`config.mk`:
```
export PLATFORM = sky130hd
export DESIGN_NAME = icache_refill_router
export DESIGN_NICKNAME = d
export VERILOG_FILES = /design/src/rtl/icache_refill_pkg.sv /design/src/rtl/refill_addr_decode.sv /design/src/rtl/icache_refill_router.sv
export SDC_FILE = /design/constraint.sdc
export NUM_CORES = 1
export LEC_CHECK = 0
export ABC_AREA = 1
export BUFFER_PORTS_ARGS = -buffer_cell sky130_fd_sc_hd__buf_2
export CELL_PAD_IN_SITES_DETAIL_PLACEMENT = 2
export CELL_PAD_IN_SITES_GLOBAL_PLACEMENT = 2
export CORE_UTILIZATION = 24
export DETAILED_ROUTE_END_ITERATION = 12
export PLACE_DENSITY_LB_ADDON = 0.2
export SETUP_SLACK_MARGIN = 0.05
export SYNTH_ARGS = -nofsm -noshare
export SYNTH_HDL_FRONTEND = slang
export SYNTH_HIERARCHICAL = 1
export SYNTH_SLANG_ARGS = --single-unit
```
`constraint.sdc`:
```
create_clock -name clk_i -period 2.65 [get_ports clk_i]
set_input_delay 0.6625 -clock clk_i [delete_from_list [all_inputs] [get_ports clk_i]]
set_output_delay 0.6625 -clock clk_i [all_outputs]
set_load 0.02 [all_outputs]
```
`src/rtl/icache_refill_pkg.sv`:
```
// ----------------------------------------------------------------------------
// icache_refill_pkg
//   Shared definitions for the instruction-cache refill router:
//   - default geometry used by the router and its address decoder
//   - refill FSM state encoding
//   - helpers deriving the line-offset width and the timeout counter width
// ----------------------------------------------------------------------------
package icache_refill_pkg;

    localparam int DEF_PHY_ADDR_SIZE   = 40;
    localparam int DEF_FETCH_WIDTH     = 128;
    localparam int DEF_BROM_ADDR_WIDTH = 24;
    localparam int DEF_TIMEOUT_CYCLES  = 1024;

    typedef enum logic [2:0] {
        ST_IDLE      = 3'd0,
        ST_BROM_REQ  = 3'd1,
        ST_BROM_WAIT = 3'd2,
        ST_L2_WAIT   = 3'd3,
        ST_DRAIN     = 3'd4
    } refill_state_e;

    // Number of byte-offset bits inside one refill line.
    function automatic int offset_bits(input int fetch_width);
        return $clog2(fetch_width / 8);
    endfunction

    // Width of the wait-cycle counter; it only ever counts up to
    // timeout_cycles-1, so $clog2 is enough (clamped to one bit).
    function automatic int timer_width(input int timeout_cycles);
        return (timeout_cycles > 1) ? $clog2(timeout_cycles) : 1;
    endfunction

endpackage

```
`src/rtl/refill_addr_decode.sv`:
```
// ----------------------------------------------------------------------------
// refill_addr_decode
//   Purely combinational address decode for a refill request.
//   Ports:
//     paddr_i      refill physical byte address
//     line_addr_o  address aligned to the refill line (offset bits zeroed)
//     brom_hit_o   line address lies inside [BROM_BASE, BROM_BASE+BROM_SIZE)
//     brom_addr_o  bootrom-relative line address (line - BROM_BASE, truncated)
// ----------------------------------------------------------------------------
module refill_addr_decode
    import icache_refill_pkg::*;
#(
    parameter int                       PHY_ADDR_SIZE   = DEF_PHY_ADDR_SIZE,
    parameter int                       FETCH_WIDTH     = DEF_FETCH_WIDTH,
    parameter logic [PHY_ADDR_SIZE-1:0] BROM_BASE       = '0,
    parameter logic [PHY_ADDR_SIZE-1:0] BROM_SIZE       = PHY_ADDR_SIZE'('h10000),
    parameter int                       BROM_ADDR_WIDTH = DEF_BROM_ADDR_WIDTH
) (
    input  logic [PHY_ADDR_SIZE-1:0]   paddr_i,
    output logic [PHY_ADDR_SIZE-1:0]   line_addr_o,
    output logic                       brom_hit_o,
    output logic [BROM_ADDR_WIDTH-1:0] brom_addr_o
);

    localparam int OFFSET_BITS = offset_bits(FETCH_WIDTH);
    localparam logic [PHY_ADDR_SIZE-1:0] OFFSET_MASK =
        PHY_ADDR_SIZE'((64'd1 << OFFSET_BITS) - 64'd1);

    // One extra bit so that "line below base" shows up as a borrow instead of
    // wrapping into a large in-range-looking offset.
    logic [PHY_ADDR_SIZE:0] rel_addr;

    assign line_addr_o = paddr_i & ~OFFSET_MASK;
    assign rel_addr    = {1'b0, line_addr_o} - {1'b0, BROM_BASE};

    // Hit when no borrow and the offset from the base is below the size.
    assign brom_hit_o  = !rel_addr[PHY_ADDR_SIZE] &&
                         (rel_addr[PHY_ADDR_SIZE-1:0] < BROM_SIZE);
    assign brom_addr_o = rel_addr[BROM_ADDR_WIDTH-1:0];

endmodule

```
`src/rtl/icache_refill_router.sv`:
```
// ----------------------------------------------------------------------------
// icache_refill_router
//   Routes instruction-cache line refills to either the bootrom or the L2,
//   returns one registered grant per accepted request, and converts a source
//   that never answers into an error grant after TIMEOUT_CYCLES wait cycles.
//   A kill abandons the in-flight refill: the owed response (or a timeout) is
//   drained silently before the next request is accepted.
//
//   Ports:
//     clk_i, rstn_i          clock, asynchronous active-low reset
//     ic_req_valid_i/paddr_i refill request (held by the core until grant)
//     ic_kill_i              abandon the in-flight refill
//     ic_resp_valid_o        one-cycle grant pulse
//     ic_resp_data_o         grant line (holds its value between grants)
//     ic_resp_error_o        grant is a timeout error
//     brom_req_*_o / brom_ready_i / brom_resp_*_i   bootrom valid/ready port
//     l2_req_*_o / l2_resp_*_i                      L2 pulse request port
// ----------------------------------------------------------------------------
module icache_refill_router
    import icache_refill_pkg::*;
#(
    parameter int                       PHY_ADDR_SIZE   = DEF_PHY_ADDR_SIZE,
    parameter int                       FETCH_WIDTH     = DEF_FETCH_WIDTH,
    parameter logic [PHY_ADDR_SIZE-1:0] BROM_BASE       = '0,
    parameter logic [PHY_ADDR_SIZE-1:0] BROM_SIZE       = PHY_ADDR_SIZE'('h10000),
    parameter int                       BROM_ADDR_WIDTH = DEF_BROM_ADDR_WIDTH,
    parameter int                       TIMEOUT_CYCLES  = DEF_TIMEOUT_CYCLES
) (
    input  logic                       clk_i,
    input  logic                       rstn_i,
    // core refill port
    input  logic                       ic_req_valid_i,
    input  logic [PHY_ADDR_SIZE-1:0]   ic_req_paddr_i,
    input  logic                       ic_kill_i,
    output logic                       ic_resp_valid_o,
    output logic [FETCH_WIDTH-1:0]     ic_resp_data_o,
    output logic                       ic_resp_error_o,
    // bootrom port
    output logic                       brom_req_valid_o,
    output logic [BROM_ADDR_WIDTH-1:0] brom_req_address_o,
    input  logic                       brom_ready_i,
    input  logic                       brom_resp_valid_i,
    input  logic [FETCH_WIDTH-1:0]     brom_resp_data_i,
    // L2 port
    output logic                       l2_req_valid_o,
    output logic [PHY_ADDR_SIZE-1:0]   l2_req_paddr_o,
    input  logic                       l2_resp_valid_i,
    input  logic [FETCH_WIDTH-1:0]     l2_resp_data_i
);

    localparam int TIMER_W = timer_width(TIMEOUT_CYCLES);
    localparam logic [TIMER_W-1:0] TIMER_LAST = TIMER_W'(TIMEOUT_CYCLES - 1);

    // ------------------------------------------------------------------------
    // Address decode of the incoming request
    // ------------------------------------------------------------------------
    logic [PHY_ADDR_SIZE-1:0]   dec_line_addr;
    logic                       dec_brom_hit;
    logic [BROM_ADDR_WIDTH-1:0] dec_brom_addr;

    refill_addr_decode #(
        .PHY_ADDR_SIZE   (PHY_ADDR_SIZE),
        .FETCH_WIDTH     (FETCH_WIDTH),
        .BROM_BASE       (BROM_BASE),
        .BROM_SIZE       (BROM_SIZE),
        .BROM_ADDR_WIDTH (BROM_ADDR_WIDTH)
    ) u_decode (
        .paddr_i     (ic_req_paddr_i),
        .line_addr_o (dec_line_addr),
        .brom_hit_o  (dec_brom_hit),
        .brom_addr_o (dec_brom_addr)
    );

    // ------------------------------------------------------------------------
    // State
    // ------------------------------------------------------------------------
    refill_state_e              state_q, state_d;
    logic [TIMER_W-1:0]         timer_q, timer_d;
    logic [PHY_ADDR_SIZE-1:0]   addr_q, addr_d;
    logic [BROM_ADDR_WIDTH-1:0] brom_addr_q, brom_addr_d;
    logic                       src_brom_q, src_brom_d;   // source owing the response
    logic                       kill_pend_q, kill_pend_d; // kill seen during BROM_REQ
    logic                       l2_req_valid_q, l2_req_valid_d;
    logic                       resp_valid_q, resp_valid_d;
    logic                       resp_error_q, resp_error_d;
    logic [FETCH_WIDTH-1:0]     resp_data_q, resp_data_d;

    // Only the source that was actually asked is ever listened to.
    logic                       sel_resp_valid;
    logic [FETCH_WIDTH-1:0]     sel_resp_data;
    logic                       timed_out;

    assign sel_resp_valid = src_brom_q ? brom_resp_valid_i : l2_resp_valid_i;
    assign sel_resp_data  = src_brom_q ? brom_resp_data_i  : l2_resp_data_i;
    assign timed_out      = (timer_q == TIMER_LAST);

    always_ff @(posedge clk_i or negedge rstn_i) begin
        if (!rstn_i) begin
            state_q        <= ST_IDLE;
            timer_q        <= '0;
            addr_q         <= '0;
            brom_addr_q    <= '0;
            src_brom_q     <= 1'b0;
            kill_pend_q    <= 1'b0;
            l2_req_valid_q <= 1'b0;
            resp_valid_q   <= 1'b0;
            resp_error_q   <= 1'b0;
            resp_data_q    <= '0;
        end else begin
            state_q        <= state_d;
            timer_q        <= timer_d;
            addr_q         <= addr_d;
            brom_addr_q    <= brom_addr_d;
            src_brom_q     <= src_brom_d;
            kill_pend_q    <= kill_pend_d;
            l2_req_valid_q <= l2_req_valid_d;
            resp_valid_q   <= resp_valid_d;
            resp_error_q   <= resp_error_d;
            resp_data_q    <= resp_data_d;
        end
    end

    // ------------------------------------------------------------------------
    // Next-state logic
    // ------------------------------------------------------------------------
    always_comb begin
        state_d        = state_q;
        timer_d        = timer_q + TIMER_W'(1);
        addr_d         = addr_q;
        brom_addr_d    = brom_addr_q;
        src_brom_d     = src_brom_q;
        kill_pend_d    = kill_pend_q;
        l2_req_valid_d = 1'b0;
        resp_valid_d   = 1'b0;
        resp_error_d   = 1'b0;
        resp_data_d    = resp_data_q;

        unique case (state_q)
            ST_IDLE: begin
                timer_d     = '0;
                kill_pend_d = 1'b0;
                // A request still held during its own grant cycle must not be
                // accepted a second time, hence the resp_valid_q term.
                if (ic_req_valid_i && !ic_kill_i && !resp_valid_q) begin
                    addr_d = dec_line_addr;
                    if (dec_brom_hit) begin
                        brom_addr_d = dec_brom_addr;
                        src_brom_d  = 1'b1;
                        state_d     = ST_BROM_REQ;
                    end else begin
                        src_brom_d     = 1'b0;
                        l2_req_valid_d = 1'b1;
                        state_d        = ST_L2_WAIT;
                    end
                end
            end

            ST_BROM_REQ: begin
                // A kill here cannot withdraw the request; remember it and
                // finish the handshake first.
                if (ic_kill_i) begin
                    kill_pend_d = 1'b1;
                end
                if (brom_ready_i) begin
                    timer_d = '0;
                    state_d = (ic_kill_i || kill_pend_q) ? ST_DRAIN : ST_BROM_WAIT;
                end else if (timed_out) begin
                    state_d = ST_IDLE;
                    if (!(ic_kill_i || kill_pend_q)) begin
                        resp_valid_d = 1'b1;
                        resp_error_d = 1'b1;
                        resp_data_d  = '0;
                    end
                end
            end

            ST_BROM_WAIT, ST_L2_WAIT: begin
                if (sel_resp_valid) begin
                    // A response beats a simultaneous timeout; a simultaneous
                    // kill discards it.
                    state_d = ST_IDLE;
                    if (!ic_kill_i) begin
                        resp_valid_d = 1'b1;
                        resp_data_d  = sel_resp_data;
                    end
                end else if (ic_kill_i) begin
                    timer_d = '0;
                    state_d = ST_DRAIN;
                end else if (timed_out) begin
                    state_d      = ST_IDLE;
                    resp_valid_d = 1'b1;
                    resp_error_d = 1'b1;
                    resp_data_d  = '0;
                end
            end

            ST_DRAIN: begin
                // Swallow the owed response (or give up on it) silently.
                if (sel_resp_valid || timed_out) begin
                    state_d = ST_IDLE;
                end
            end

            default: begin
                state_d = ST_IDLE;
            end
        endcase
    end

    // ------------------------------------------------------------------------
    // Outputs
    // ------------------------------------------------------------------------
    assign ic_resp_valid_o    = resp_valid_q;
    assign ic_resp_data_o     = resp_data_q;
    assign ic_resp_error_o    = resp_error_q;
    assign brom_req_valid_o   = (state_q == ST_BROM_REQ);
    assign brom_req_address_o = brom_addr_q;
    assign l2_req_valid_o     = l2_req_valid_q;
    assign l2_req_paddr_o     = addr_q;

endmodule

```
# == Word level (Yosys, flattened, before mapping) ==
# Index checks and enable logic that the tools add are counted.
# word_totals
out_inout_bits,196
reg_bits,202
# op_classes
muxes,39
n_eq_ne,13
reduce_logical,15
magnitude_cmp,1
n_addsub,1
# op_table
operator,count
128-bit 2-to-1 mux,8
128-bit case mux with 2 select lines,1
"40-bit by 17-bit < comparator with 1-bit output, second input constant",1
10-bit 2-to-1 mux,3
10-bit case mux with 3 select lines,1
3-bit 2-to-1 mux,7
1-bit 2-to-1 mux,14
"2-bit != test, second input constant",6
3-bit case mux with 4 select lines,1
"10-bit by 1-bit adder with 10-bit output, second input constant",1
"10-bit == test, second input constant",1
"3-bit by 2-bit == test with 1-bit output, second input constant",2
1-bit case mux with 2 select lines,3
2-bit AND reduction,3
6-bit AND reduction,1
2-bit nonzero test,2
"3-bit by 1-bit == test with 1-bit output, second input constant",1
"3-bit == test, second input constant",1
3-bit zero test,1
"3-bit != test, second input constant",1
3-bit AND reduction,1
1-bit logical AND,2
1-bit zero test,2
1-bit logical OR,2
other kinds (3),3

# == Depth between registers and ports, before layout ==
# Gate-level depths: netlist (run 1).
# depth
word_depth,5
mapped_depth,12
depth_no_buf,10

# == Cells and area by module ==
# Netlist (run 1), hierarchy kept.
# by_module_without_submodules
mod,n_inst,area_each_um2,cells_per_inst,seq_area_each_um2
icache_refill_router,1,10593.9,1370,5255.0
refill_addr_decode,1,568.0,86,0.0

# == Least setup slack after synthesis (run 1) ==
# OpenSTA, ideal clock, no wires.
# synth_timing
path_kind,in2reg
startpoint,input ic_req_paddr_i[25]
endpoint,register brom_addr_q[10] (netlist: brom_req_address_o[10])
cell_stages,10
setup_time_ns,0.117
required_ns,2.533
setup_slack_ns,0.784
arrival_time_ns,1.749
cell_sequence,nor2_1 -> nand2_1 -> nor2_1 -> nand2_1 -> nor2_2 -> clkbuf_1 -> nand2_1 -> clkbuf_1 -> nand2_1 -> nand2_1
# synth_via
elab_chain_len,2
# synth_rtl
item,line,source
"start, declared",icache_refill_router.sv:33,"input logic [PHY_ADDR_SIZE-1:0] ic_req_paddr_i,"
40-bit by 17-bit < comparator with 1-bit output,refill_addr_decode.sv:38,(rel_addr[PHY_ADDR_SIZE-1:0] < BROM_SIZE);
net dec_brom_hit,icache_refill_router.sv:58,logic dec_brom_hit;
3-bit AND reduction (no source line),-,
"end signal, assigned",icache_refill_router.sv:113,brom_addr_q <= brom_addr_d;
"end, declared",icache_refill_router.sv:80,"logic [BROM_ADDR_WIDTH-1:0] brom_addr_q, brom_addr_d;"
# The timed path passes the listed nets, and every way through them passes these cells.
# A chain may end at the register's enable or synchronous reset.

# == Worst setup path in the final report (run 1) ==
# layout_timing
startpoint,register timer_q[0]
endpoint,register resp_data_q[125] (netlist: ic_resp_data_o[125])
# layout_via
elab_chain_len,3
word_cells_on_any_way,4
cone_classes,eq/ne (3); reduce/logical (1)
# layout_rtl
item,line,source
"start, declared",icache_refill_router.sv:78,"logic [TIMER_W-1:0] timer_q, timer_d;"
"start signal, assigned",icache_refill_router.sv:111,timer_q <= timer_d;
10-bit == test *,icache_refill_router.sv:95,assign timed_out = (timer_q == TIMER_LAST);
3-bit != test (no source line) / 2-bit by 1-bit != test with 1-bit output (equally long branches),-,
6-bit AND reduction (no source line) *,-,
"end signal, assigned",icache_refill_router.sv:119,resp_data_q <= resp_data_d;
"end, declared",icache_refill_router.sv:86,"logic [FETCH_WIDTH-1:0] resp_data_q, resp_data_d;"
# Mark *: on every way between the ends. The rest lies on a longest branch, timed or not.

==> results.toml, run 1 <==
[power_and_ir_drop]
p_leak_nw = 8.314
power_density_nw_per_um2 = 967.8
p_comb_share_pct = 40.6
swShare_pct = 42.98
switchingPower_mw = 6.066
clkPwrFrac_pct = 24.7
ir_drop_v = 0.0004090
power_frac_seq_pct = 34.7
internal_power_mw = 8.046

[synth]
synth.largest_area_cell = "dfrtp_1"
synth_seq_area_share_pct = 47.08
synth-adder-area-share_pct = 0.1121
synth_top_family_by_area = "simple AND/OR/NAND/NOR gates"
synth_warnings = 6
synth_mux_area_share_pct = 0
ys.flop_type = "dfrtp_1"
synth_compound_area_share_pct = 6.311
synth-edff-count = 0
synth_top_area_share_pct = 47.08
synth.cell_area_um2 = 11160
synth.avg_cell_area_um2 = 7.666
syn_inst = 1456
synthArstFlopShare_pct = 100.0
synthTopCellsByArea = "dfrtp_1 47%, nand2_1 20%, nand3_1 7.2%"
synth-seq-cells = 210
yosys.area_share.simple_pct = 35.72
synth_cell_types = 34
synth_xor_area_share_pct = 0.2354

[timing]
tightest_slew_ns = 0.7485
relSlewSlack_pct = 50.10
tns_ns = 0
slew_viol_final = 0
setup_viol = 0
holdWs_ns = 0.07916
grt_setup_unrepaired = "no"
hold_viol = 0
fmax_ghz = 0.4323
skew_ns = 0.009445
period_share_pct = 87.30
fin_crit_ns = 2.313

[clock_network]
cts_setup_buffers = 0
cts_root_buffer = "clkbuf_16"
holdBufCountCts = 0
cts_resized = 0
clock_latency_ns = 0.54
htree_num_levels = 1
clkSlewWorstSetupHoldPaths_ns = 0.06
clock_sinks = 210
cts_tree = "yes"
clockBufferDepth = 3
cts_buffers = 27

[placed_design]
globalplace.congestion = 0.7743
hpwl_um = 33410
port_buffers = 494
dpl-instance-area_um2 = 13720

[final_layout]
seq_area_um2 = 5259
syn2layout_area_growth_pct = 30.64
multi_input_area_um2 = 4791
nFillCells = 5424
nNetsFinal = 2158
fin_area_um2 = 14580
drive_gt1_share_pct = 36.34

[setup_path]
worstPathArrival_ns = 2.79
crit_fanout = 128
r2r-end = "ic_resp_data_o[125]"
path_depth = 8
critPathLaunchType = "register"
slowest_stage = "buf_12"
ff2ff_path_depth = 8
crit_start = "timer_q[0]"
cpMostUsedCell = "nand2_1"
cp_slowest_stage_delay_ns = 0.45
r2r-start = "timer_q[0]"
critPathKind = "register to register"
worstPathCellList = "ha_1 -> nand2_1 -> nor2_2 -> nand3b_1 -> nand3_4 -> buf_12 -> nand3_1 -> nand2_1"
cp.buffers_inverters = 1
rrSetupSlack_ns = 0.34
cp-endpoint = "ic_resp_data_o[125]"
worst_setup_path_end_kind = "register"
worstPathRequired_ns = 3.12
critPathTopFamily = "simple AND/OR/NAND/NOR gates"

[grt]
grt_max_degree = 129
grt_use_total_pct = 19.32
grt_pass1_vias = 12250
grt-ovfl-total = 0
grt_antenna_before_repair = 11
grt_pass1_wl_um = 71880

[die]
die_h_um = 217.7
fp.coreArea_um2 = 45580
io_pins = 499
die_area_um2 = 47370
die_x_um = 217.7
core.rowCount = 78
start_util_pct = 24.49

[outcome]
status = "complete, no violations"

[route]
ant_nets = 0
drt-initial-drc-count = 395
routed_wl_um = 46430
met1Wirelength_um = 19380
top_layer_used = "met5"
wire_per_inst_um = 18.68
via_per_inst = 4.553
dr.pass1.iters = 5
vias = 11319
met2_wirelength_um = 22220
drc = 0
dr_wl_met3_um = 3722

[min_path]
min-delay-path-class = "primary input to async pin"

[job]
drv_cap = 0
-- metal layers --
metal	vias up	GRT usage [%]
met5	-	0
met1	5566	23.42
met2	313	33.37
li1	5367	-
met4	10	4.554
met3	63	5.690
-- worst min-delay path by stage --
stage                                  end  slack [ns]  cells past startpoint
global route            ic_resp_data_o[31]        0.11                      1
floorplan            brom_req_address_o[0]        0.37                      0
CTS                     ic_resp_data_o[37]         0.1                      1
finish                  ic_resp_data_o[37]        0.08                      1
global placement                timer_q[0]        0.44                      1
detailed placement  brom_req_address_o[23]        0.46                      2
-- final cells by class --
cell class              count  share of cell area (%)
clock inverters             6                  0.2231
flip-flops and latches    210                   36.06
clock buffers              43                   5.457
well taps                 600                   5.148
multi-input cells        1073                   32.86
repair buffers            526                   19.62
diodes                     12                  0.2059
inverters                  16                  0.4290
-- synthesized netlist by cell type, types with 2 or more instances --
library cell,number
buf_1,5
nor2_1,32
dfrtp_1,210
nand3b_1,2
buf_6,4
a31oi_1,2
inv_1,14
clkbuf_1,44
o21ai_0,4
buf_8,9
nor2_2,3
nor2_4,2
buf_2,12
a21oi_1,131
nand2_4,2
o21ai_1,2
buf_4,88
xor2_1,2
nand4_1,4
nand2_1,609
nand3_1,160
nand2_2,103
-- metrics by stage --
step | setup WS [ns] | util [%] | power [mW] | cells
detailed placement | 0.3125 | 30.11 | 10.81 | 2425
global placement | 0.3538 | 30.11 | 10.65 | 2425
CTS | 0.2951 | 31.93 | 14.44 | 2474
finish | 0.3365 | 31.99 | 14.11 | 2486
global route | 0.1410 | 31.94 | 15.03 | 2476
floorplan | 0.7843 | - | 8.485 | 1463
-- registers in the layout (all words and copies together) (netlist names) --
signal,count
timer_q,10
l2_req_paddr_o,40
brom_req_address_o,24
src_brom_q,1
ic_resp_data_o,128
state_q,3
l2_req_valid_o,1
ic_resp_error_o,1
ic_resp_valid_o,1
kill_pend_q,1
-- power by group through the flow --
stage,clock network (mW),registers [mW],logic [mW]
3_3_place_gp,0,4.89,5.76
2_1_floorplan,0,6.18,2.31
6_report,3.49,4.90,5.73
4_1_cts,3.64,4.92,5.88
3_5_place_dp,0,4.96,5.85
5_1_grt,3.75,5.04,6.25
-- layout by cell type (no fill, tap or decap), types with 4 or more instances in the layout --
master	n
a21oi_1	131
buf_12	11
buf_2	493
buf_4	21
clkbuf_1	10
clkbuf_16	27
clkbuf_8	6
clkinv_2	5
conb_1	8
dfrtp_1	209
diode_2	12
inv_1	13
nand2_1	608
nand2_2	103
nand3_1	160
nand4_1	4
nor2_1	32
o21ai_0	4
-- kinds of logic (layout without fill, tap and decap cells) --
group / Yosys count / in the layout
simple gates: 921 / 921
flops: 210 / 210
other cells: 1 / 20
compound gates: 140 / 140
buf+inv: 180 / 591
fa+ha+maj: 1 / 1
xor+xnor: 3 / 3
(Power assumes the default switching activity.)
==> run 2, diff against run 1 <==
--- a/config.mk
+++ b/config.mk
@@ -7,8 +7,10 @@
 export LEC_CHECK = 0
 export ABC_AREA = 1
 export BUFFER_PORTS_ARGS = -buffer_cell sky130_fd_sc_hd__buf_2
+export CAP_MARGIN = 10
 export CELL_PAD_IN_SITES_DETAIL_PLACEMENT = 2
 export CELL_PAD_IN_SITES_GLOBAL_PLACEMENT = 2
+export CORE_ASPECT_RATIO = 1.2
 export CORE_UTILIZATION = 24
 export DETAILED_ROUTE_END_ITERATION = 12
 export PLACE_DENSITY_LB_ADDON = 0.2
==> results.toml, run 2 (synthesized netlist as in run 1, its figures left out) <==
[setup_path]
worstPathRequired_ns = 1.99
critPathKind = "register to output port"
worstPathCellList = "nor2_1 -> nand2_1 -> inv_1 -> buf_2"
critPathLaunchType = "register"
slowest_stage = "dfrtp_1"
cp.buffers_inverters = 2
worst_setup_path_end_kind = "output port"
crit_fanout = 5
worstPathArrival_ns = 1.62
cp_slowest_stage_delay_ns = 0.46
critPathTopFamily = "flip-flops"

[route]
dr.pass1.iters = 4
routed_wl_um = 47670
wire_per_inst_um = 19.08
ant_nets = 0
drc = 0
drt-initial-drc-count = 373
via_per_inst = 4.522
vias = 11297

[die]
die_area_um2 = 47380
die_h_um = 238.2
die_x_um = 198.9
start_util_pct = 24.29
fp.coreArea_um2 = 45950
core.rowCount = 86
io_pins = 499

[clock_network]
clock_sinks = 210
clock_latency_ns = 0.54
cts_setup_buffers = 0
cts_buffers = 26
clockBufferDepth = 3
cts_root_buffer = "clkbuf_16"
clkSlewWorstSetupHoldPaths_ns = 0.06
holdBufCountCts = 0
cts_resized = 0
cts_tree = "yes"
htree_num_levels = 1

[timing]
slew_viol_final = 0
tns_ns = 0
setup_viol = 0
hold_viol = 0
fin_crit_ns = 2.279
holdWs_ns = 0.03757
grt_setup_unrepaired = "no"
period_share_pct = 85.99
fmax_ghz = 0.4388
tightest_slew_ns = 0.5900
skew_ns = 0.01677
relSlewSlack_pct = 60.67

[grt]
grt_use_total_pct = 19.67
grt_pass1_wl_um = 71680
grt_max_degree = 103
grt_pass1_vias = 11930
grt-ovfl-total = 0
grt_antenna_before_repair = 14

[placed_design]
globalplace.congestion = 0.7657
hpwl_um = 34850
port_buffers = 494

[final_layout]
syn2layout_area_growth_pct = 31.48
largest_reg_flops = 128
layout_common_cells = "608 x nand2_1, 493 x buf_2, 209 x dfrtp_1, 160 x nand3_1, 131 x a21oi_1"
nNetsFinal = 2159
drive_gt1_share_pct = 36.64
final_common_cell = "nand2_1"

[min_path]
min-delay-path-class = "primary input to async pin"

[power_and_ir_drop]
p_leak_nw = 8.360
ir_drop_v = 0.0004624
power_density_nw_per_um2 = 973.7

[job]
drv_cap = 0

[outcome]
status = "complete, no violations"
==> run 2: cell types whose count changed in the layout (fill, tap and decap cells not counted), sizes merged <==
cell      previous run  this run
clkinvlp             1         0
diode               12         7
buf                526       528
clkbuf              43        42
clkinv               6         7
==> run 2: layout make-up <==
class | instances | area (um^2)
tap | 616 | 770.7
clock buffer | 42 | 832.0
fill | 5505 | 31270
inverter | 16 | 62.56
multi-input combinational | 1073 | 4791
sequential | 210 | 5259
clock inverter | 6 | 30.03
timing repair buffer | 528 | 2913
antenna | 7 | 17.52
==> run 2: path summary, 6_finish.rpt <==
| kind | startpoint | endpoint | slack (ns) | cells after the start |
|---|---|---|---|---|
| setup / recovery | state_q[2] | brom_req_valid_o | 0.37 | 4 |
| hold / removal | rstn_i | ic_resp_data_o[23] | 0.04 | 1 |
| setup reg to reg | timer_q[0] | ic_resp_data_o[55] | 0.51 | 9 |
| hold reg to reg | ic_resp_data_o[8] | ic_resp_data_o[8] | 0.47 | 2 |
| max in group asynchronous | rstn_i | ic_resp_data_o[1] | 1.86 | 2 |
| min in group clk_i | ic_req_paddr_i[4] | l2_req_paddr_o[4] | 0.34 | 3 |
==> run 2: layer usage <==
layer | GRT usage, % | wire length [um] | vias to the layer above
met4 | 5.198 | 969 | 14
met1 | 22.84 | 18900 | 5519
met2 | 34.76 | 23710 | 359
met3 | 5.922 | 4001 | 62
li1 | - | - | 5343
met5 | 0 | 92 | -
==> run 2: power breakdown <==
group	switching (mW)	total (mW)	leakage, nW	internal [mW]
Clock	1.47	3.60	0.434	2.13
Combinational	4.01	5.79	5.08	1.78
Sequential	0.651	4.90	2.84	4.25
Total	6.13	14.3	8.36	8.16
==> run 2: through the flow <==
stage                     area, um^2  cells  util [%]  setup slack (ns)  power [mW]
after floorplan                11190   1463         -            0.7843       8.485
after global placement         13800   2443     30.03            0.4104       10.73
after detailed placement       13800   2443     30.03            0.3921       10.89
after CTS                      14660   2491     31.90            0.3390       14.62
after global routing           14670   2495     31.92            0.2214       15.22
final                          14680   2498     31.94            0.3712       14.29
